`src/rtl/reg_dl_pkg.sv`:
```
// rtl/reg_dl_pkg.sv - shared CPU constants for the data latch and bus outputs
package reg_dl_pkg;

    localparam int CPU_DATA_W = 8;

    typedef enum logic [1:0] {
        BUS_DB  = 2'd0,
        BUS_ADL = 2'd1,
        BUS_ADH = 2'd2
    } bus_sel_e;

endpackage

```
`src/rtl/reg_dl_bus_hold_reg.sv`:
```
// rtl/reg_dl_bus_hold_reg.sv - enable-gated holding register with sync active-low reset
module bus_hold_reg #(
    parameter int WIDTH = 8
) (
    input  logic             clk,
    input  logic             rst_n,
    input  logic             en,
    input  logic [WIDTH-1:0] d,
    output logic [WIDTH-1:0] q
);

    logic [WIDTH-1:0] data_d;
    logic [WIDTH-1:0] data_q;

    always_comb begin
        data_d = data_q;
        if (en) begin
            data_d = d;
        end
    end

    always_ff @(posedge clk) begin
        if (!rst_n) begin
            data_q <= '0;
        end else begin
            data_q <= data_d;
        end
    end

    assign q = data_q;

endmodule

```
`src/rtl/reg_dl.sv`:
```
// rtl/reg_dl.sv - input data latch feeding the DB, ADL and ADH internal buses
module reg_dl
    import reg_dl_pkg::*;
#(
    parameter int WIDTH = CPU_DATA_W
) (
    input  logic             CLK,
    input  logic             RST_N,
    input  logic             LOAD,
    input  logic             DB_BUS_ENABLE,
    input  logic             ADL_BUS_ENABLE,
    input  logic             ADH_BUS_ENABLE,
    input  logic [WIDTH-1:0] DATA,
    output logic [WIDTH-1:0] DB_OUT,
    output logic [WIDTH-1:0] ADL_OUT,
    output logic [WIDTH-1:0] ADH_OUT
);

    logic [WIDTH-1:0] dl;

    bus_hold_reg #(.WIDTH(WIDTH)) u_dl (
        .clk   (CLK),
        .rst_n (RST_N),
        .en    (LOAD),
        .d     (DATA),
        .q     (dl)
    );

    // Bus registers sample the pre-edge latch value, so a same-edge LOAD is not bypassed.
    bus_hold_reg #(.WIDTH(WIDTH)) u_db (
        .clk   (CLK),
        .rst_n (RST_N),
        .en    (DB_BUS_ENABLE),
        .d     (dl),
        .q     (DB_OUT)
    );

    bus_hold_reg #(.WIDTH(WIDTH)) u_adl (
        .clk   (CLK),
        .rst_n (RST_N),
        .en    (ADL_BUS_ENABLE),
        .d     (dl),
        .q     (ADL_OUT)
    );

    bus_hold_reg #(.WIDTH(WIDTH)) u_adh (
        .clk   (CLK),
        .rst_n (RST_N),
        .en    (ADH_BUS_ENABLE),
        .d     (dl),
        .q     (ADH_OUT)
    );

endmodule

```
`config.mk`:
```
export PLATFORM = sky130hd
export DESIGN_NAME = reg_dl
export DESIGN_NICKNAME = d
export VERILOG_FILES = /design/src/rtl/reg_dl_pkg.sv /design/src/rtl/reg_dl_bus_hold_reg.sv /design/src/rtl/reg_dl.sv
export SDC_FILE = /design/constraint.sdc
export NUM_CORES = 1
export LEC_CHECK = 0
export CAP_MARGIN = 20
export CORE_UTILIZATION = 40
export DETAILED_ROUTE_END_ITERATION = 6
export PLACE_DENSITY = 0.7
export SETUP_SLACK_MARGIN = 0.02
export SLEW_MARGIN = 10
export SYNTH_ARGS = -nofsm -noshare
export SYNTH_HDL_FRONTEND = slang
export SYNTH_SLANG_ARGS = --single-unit
```
`constraint.sdc`:
```
create_clock -name CLK -period 1.02 [get_ports CLK]
set_clock_uncertainty 0.1 [all_clocks]
set_input_delay 0.255 -clock CLK [delete_from_list [all_inputs] [get_ports CLK]]
set_output_delay 0.255 -clock CLK [all_outputs]
set_load 0.05 [all_outputs]
```
==> Word level (Yosys, flattened, before mapping) <==
Cells that the tools add are included.
{ "word_totals": {"register_bits": 32, "wordCells": 4} }

==> Depth between registers and ports, before layout <==
Gate-level depths: netlist (run 1).
{ "depth": {"depth_word": 0, "mapped_depth": 3} }

==> Hierarchy <==
A second synthesis (run 1) with hierarchy kept.
{ "unflattened": {"cells_unflattened": 100, "area_unflattened_um2": 1206.2} }
{ "modules_own_cells": {"columns": ["module", "n_inst", "cells_per_inst", "area_each_um2", "seq_area_each_um2"], "rows": [
  ["bus_hold_reg", 4, 25, 301.5, 160.2]
]} }

==> Least setup slack after synthesis (run 1) <==
Ideal clock, no wire load.
{ "synth_path": {"kind": "reg-to-reg", "from": "register, netlist name u_adh.q[0]", "to": "register u_adh.data_q[0] (netlist: u_adh.q[0])", "setup_time_ns": 0.066, "arrival_time_ns": 0.838, "slack_ns": 0.017, "stages_incl_launch_ff": 3, "path_buffers": 0, "period_less_slack_ns": 1.003, "path_cell_list": "dfxtp_1 -> mux2i_1 -> nor2b_1"} }
{ "synth_lines": {"columns": ["item", "line", "rtl"], "rows": [
  ["end signal, assigned", "reg_dl_bus_hold_reg.sv:26", "data_q <= data_d;"],
  ["end, declared", "reg_dl_bus_hold_reg.sv:13", "logic [WIDTH-1:0] data_q;"]
]} }

==> Worst setup path after layout (run 1) <==
{ "layout_path": {"from": "register u_adh.data_q[0] (netlist: u_adh.q[0])", "to": "output ADH_OUT[0]"} }
{ "layout_lines": {"columns": ["item", "line", "rtl"], "rows": [
  ["end, declared", "reg_dl.sv:16", "output logic [WIDTH-1:0] ADH_OUT"]
]} }
No word-level cell between the ends.

==> results of run 1 <==
flip-flops by register name (all words and copies together) (netlist names):
signal / flops
u_adh.q: 8
u_adl.q: 8
u_db.q: 8
u_dl.q: 8
cells in the final DEF (no fill, tap or decap):
cell,count
mux2i_1,32
clkbuf_1,2
nor2b_1,32
clkdlybuf4s50_1,9
dlygate4sd2_1,4
clkbuf_8,1
clkbuf_4,5
buf_12,27
dfxtp_2,22
buf_6,2
buf_4,2
dfxtp_1,8
dfxtp_4,2
cell type report:
class | count | area, sq um | area share
multi-input combinational | 64 | 520 | 0.261
timing repair buffer | 44 | 703 | 0.352
clock buffer | 8 | 58.8 | 0.0294
tap | 31 | 38.8 | 0.0194
sequential | 32 | 676 | 0.338
per-layer routing:
metal  routed length (um)  vias to the layer above  track usage
met4                   40                        0       0.0836
li1                     -                      424            -
met5                    0                        -            0
met2                 1160                       27        0.269
met3                  122                        5       0.0476
met1                 1100                      392        0.194
how the worst max path moves through the flow:
stage,start,slack (ns),cells past startpoint,end
2_1_floorplan,u_adh.q[0],0.18,2,u_adh.q[0]
3_3_place_gp,LOAD,-0.35,4,u_dl.q[5]
3_5_place_dp,ADH_BUS_ENABLE,-0.38,4,u_adh.q[3]
4_1_cts,u_db.q[4],-0.18,1,DB_OUT[4]
5_1_grt,u_adh.q[0],-0.21,1,ADH_OUT[0]
6_report,u_adh.q[0],-0.16,1,ADH_OUT[0]
per-stage QoR:
stage	TNS (ns)	area (sq um)	hold slack, ns	power [mW]	setup WS, ns
after floorplan	0	1250	0.283	1.63	0.182
after global placement	-10.77	1930	0.422	1.88	-0.353
after detailed placement	-11.28	1930	0.433	1.88	-0.383
after CTS	-4.06	1990	0.385	2.61	-0.179
after global routing	-4.66	2000	0.423	2.70	-0.207
final	-3.61	2000	0.411	2.58	-0.162
worst reg2reg max path, cell delays in order, from the launching register on:
cell and delay, ns:
dfxtp_1 0.36, mux2i_1 0.17, nor2b_1 0.07
Yosys cell counts:
cell     instances
nor2b_1         32
mux2i_1         32
dfxtp_1         32
buf_2            3
buf_6            4
power by group through the flow:
stage	clock, mW	sequential, mW	combinational [mW]
2_1_floorplan	0	1.48	0.152
3_3_place_gp	0	1.39	0.487
3_5_place_dp	0	1.39	0.493
4_1_cts	0.755	1.36	0.494
5_1_grt	0.821	1.37	0.512
6_report	0.735	1.36	0.490
logic make-up (layout without fill, tap and decap cells):
logic type,count (synthesis),after routing,synth area share
and+or+nand+nor,32,32,0.164
muxes,32,32,0.262
buffers and inverters,7,52,0.0492
DFF,32,32,0.525
timing repair:
item,in CTS,in global routing
endpoints found under the setup margin,53,24
resized for setup,6,2
hold endpoints to repair,0,0
cloned,0,0
==> results_dict.tcl, run 1 <==
set metrics [dict create \
    cts.sinks 32 \
    power_density_mw_per_mm2 1290 \
    relSlewSlack 0.895 \
    synth_area_sq_mm 0.00122 \
    drv_slew 0 \
    worst-path-max-fanout 2 \
    critPathMaxStageDelay_ns 0.37 \
    initial_core_util 0.432 \
    postRouteAntennaNets 0 \
    row_count 19 \
    critPathKind "flip-flop to output pin" \
    synthesis.nets 117 \
    die-area_sq_mm 0.00328 \
    hold_viol 0 \
    ys_top_cells_by_area "dfxtp_1, mux2i_1, nor2b_1" \
    grt_max_degree 33 \
    min_path_type "input pin to flip-flop" \
    grt_use_total 0.163 \
    yosysSeqAreaShare 0.525 \
    crit_slowest_cell "dfxtp_2" \
    nFillCells 220 \
    final_cell_count_no_fill 179 \
    r2r_cells 2 \
    outcome "complete, but fails checks" \
    seqPwrFrac 0.526 \
    drt_pass1_iterations 7 \
    violations "DRC, setup timing" \
    viasPerCell 4.74 \
    ctsLongestPathBuffers 2 \
    h-tree-depth 2 \
    netSwitchingFraction 0.259 \
    intPower_mw 1.91 \
    drc 6 \
    power.leakage_nw 0.837 \
    crit_path_end_kind "output pin" \
    antenna_found_initial 0 \
    cts-root-buf "clkbuf_4" \
    fmax_mhz 846 \
    fp.dieH_um 57.3 \
    peakVddDrop_uv 887 \
    port_buffers 37 \
    cp_cell_sequence "buf_12" \
    reg2reg_from "u_dl.q[0]" \
    syn_inst 103 \
    cts_hold_buf 0 \
    min_to "u_db.q[1]" \
    worst_slack_ns -0.162 \
    antenna_cells 0 \
    dp.cells 171 \
    required_ns 0.66 \
    cts_made_buffers 5 \
    clk_pin_slew_worst_paths_ns 0.09 \
    whs_path_depth 4 \
    grt_pass1_wl_um 3910 \
    drive_gt1_frac 0.412 \
    fin_crit_sh 1.16 \
    synth_cell_type_count 5 \
    tightest_slew_ns 0.154 \
    drt_iter0_markers 10 \
    synth_top_area_share 0.525 \
    wirelength_um 2430 \
    r2r_end "u_db.q[0]" \
    fin_nets 161 \
    regToRegSetupSlack_ns 0.22 \
    wl_per_cell_um 13.6 \
    critPathLaunchType "flip-flop" \
    path_buf_inv 1 \
    min_period_ns 1.18 \
    synth-seq-cells 32 \
    cp_top_family "flip-flops" \
    synth_warnings 0 \
    post_cts_buffers 0 \
    vias 848 \
    cts_tree "yes" \
    yosysTopAreaCell "dfxtp_1" \
    overflow 0 \
    drv_cap 0 \
    post-route-util 0.706 \
    core_sq_mm 0.00283 \
    rsz0062_at_grt "true" \
    ios 38 \
    p_switching_uw 669 \
    grt_pass1_vias 852 \
    clock_latency_ns 0.32 \
    clock_power_share 0.284 \
    hold_start "DB_BUS_ENABLE" \
    comb_power_share 0.190 \
    crit_arrival_ns 0.83 \
    synth_area_per_cell_sq_um 11.9 \
    chipWidth_um 57.3 \
    setup_viol 24 \
    gp_congestion 0.687 \
    syn2layout_area_growth_pct 63.5 \
]
Note: power is estimated with default switching activity, not from simulation.
==> inputs of run 2 (changes only) <==
- CTS_CLUSTER_SIZE: unset -> 40
==> results of run 2 <==
Final layout, timing and power as in run 1 (identical DEF).
==> inputs of run 3 (changes only) <==
- CTS_CLUSTER_DIAMETER: unset -> 200
- PLACE_DENSITY: 0.7 -> 0.73
- clock period: 1.02 -> 1.03 ns (I/O delays scaled with it)
==> results_dict.tcl, run 3 (same netlist as run 1, synthesis figures left out) <==
set metrics [dict create \
    crit_path_end_kind "output pin" \
    critPathMaxStageDelay_ns 0.37 \
    h-tree-depth 2 \
    hold_viol 0 \
    critPathKind "flip-flop to output pin" \
    fin_crit_sh 1.17 \
    viasPerCell 4.80 \
    violations "DRC, setup timing" \
    power_density_mw_per_mm2 1360 \
    peakVddDrop_uv 1160 \
    die-area_sq_mm 0.00328 \
    drc 4 \
    layout_common_cells "nor2b_1, mux2i_1, buf_12" \
    row_count 19 \
    wirelength_um 2620 \
    chipWidth_um 57.3 \
    wl_met2_um 1320 \
    grt_use_total 0.189 \
    drv_slew 0 \
    dp_slack_ns -0.372 \
    clock_latency_ns 0.33 \
    finalPower_mw 2.79 \
    cp_cell_sequence "buf_12" \
    cp_top_family "flip-flops" \
    whs_path_depth 4 \
    cts-root-buf "clkbuf_4" \
    drt_iter0_markers 20 \
    drt_pass1_iterations 5 \
    antenna_cells 0 \
    dp_hpwl_um 1840 \
    worst_slack_ns -0.179 \
    critPathLaunch "u_adl.q[3]" \
    initial_core_util 0.432 \
    cts_hold_buf 0 \
    min_period_ns 1.21 \
    power.leakage_nw 0.855 \
    min_path_type "input pin to flip-flop" \
    wl_per_cell_um 14.6 \
    clk_pin_slew_worst_paths_ns 0.10 \
    tightest_slew_ns 0.179 \
    overflow 0 \
    min_to "u_dl.q[6]" \
    regToRegSetupSlack_ns 0.15 \
    highest_layer "met4" \
    r2r_end "u_adl.q[0]" \
    grt_pass1_wl_um 4420 \
    outcome "complete, but fails checks" \
    setup_viol 24 \
    drive_gt1_frac 0.436 \
    grt_max_degree 33 \
    cts_made_buffers 5 \
    fmax_mhz 827 \
    ios 38 \
    core_sq_mm 0.00283 \
    postRouteAntennaNets 0 \
    final_common_cell "nor2b_1" \
    reg2reg_from "u_adl.q[0]" \
    fin_nets 162 \
    cts.sinks 32 \
    crit_arrival_ns 0.85 \
    cts_tree "yes" \
    required_ns 0.67 \
    syn2layout_area_growth_pct 67.4 \
    wl_met3_um 148 \
    path_buf_inv 1 \
    port_buffers 37 \
    r2r_cells 3 \
    vias 864 \
    drv_cap 0 \
    timing.hold.ws_ns 0.406 \
    rsz0062_at_grt "true" \
    critPathLaunchType "flip-flop" \
    gp_congestion 0.726 \
    ctsLongestPathBuffers 2 \
    crit_slowest_cell "dfxtp_4" \
    antenna_found_initial 0 \
    hold_start "LOAD" \
    m1WireLength_um 1100 \
    relSlewSlack 0.878 \
    fp.dieH_um 57.3 \
    grt_pass1_vias 908 \
    worst-path-max-fanout 2 \
]
-- run 3: changes by cell type in the layout (fill, tap and decap cells not counted), sizes merged --
cell,previous run,this run
buf,31,32
clkinv,0,1
bufinv,0,1
clkinvlp,0,1
clkbuf,8,5
-- run 3: worst max-delay path by stage --
stage,slack (ns),end,cells after the start
floorplan,0.03,u_adh.q[0],2
global placement,-0.34,u_adh.q[6],4
detailed placement,-0.37,u_dl.q[3],4
CTS,-0.21,ADL_OUT[3],1
global route,-0.22,DB_OUT[2],1
finish,-0.18,ADL_OUT[3],1
-- run 3: cell type report --
cell class	instances	area, sq um
multi-input cells	64	524
flip-flops and latches	32	678
well taps	31	38.8
fillers	198	785
repair buffers	45	723
clock buffers	5	37.5
clock inverters	3	42.5
-- run 3: what timing repair did --
action,CTS,global route
buffers inserted,1,1
resized for setup,31,3
setup endpoints to repair,40,24
-- run 3: worst reg2reg max path: stages (launching register included) --
cell     delay [ns]
dfxtp_2        0.35
buf_4          0.13
mux2i_1        0.13
nor2b_1        0.07
-- run 3: layer usage --
layer / global-route usage / up-vias
met2: 0.316 / 23
met1: 0.212 / 405
met3: 0.0748 / 7
li1: - / 429
met4: 0.0836 / 0
met5: 0 / -
-- run 3: stage by stage --
stage,utilization,cells,area (sq um),setup TNS [ns]
after floorplan,-,103,1220,0
after global placement,0.674,170,1910,-10.48
after detailed placement,0.674,170,1910,-11.12
after CTS,0.717,179,2030,-4.40
after global routing,0.723,180,2040,-5.01
final,0.723,180,2040,-3.95
-- run 3: where the power goes --
part	total [mW]	internal, mW	leakage (nW)	switching [mW]
clock network	0.948	0.506	0.0412	0.442
registers	1.34	1.29	0.273	0.0553
logic	0.497	0.276	0.540	0.221
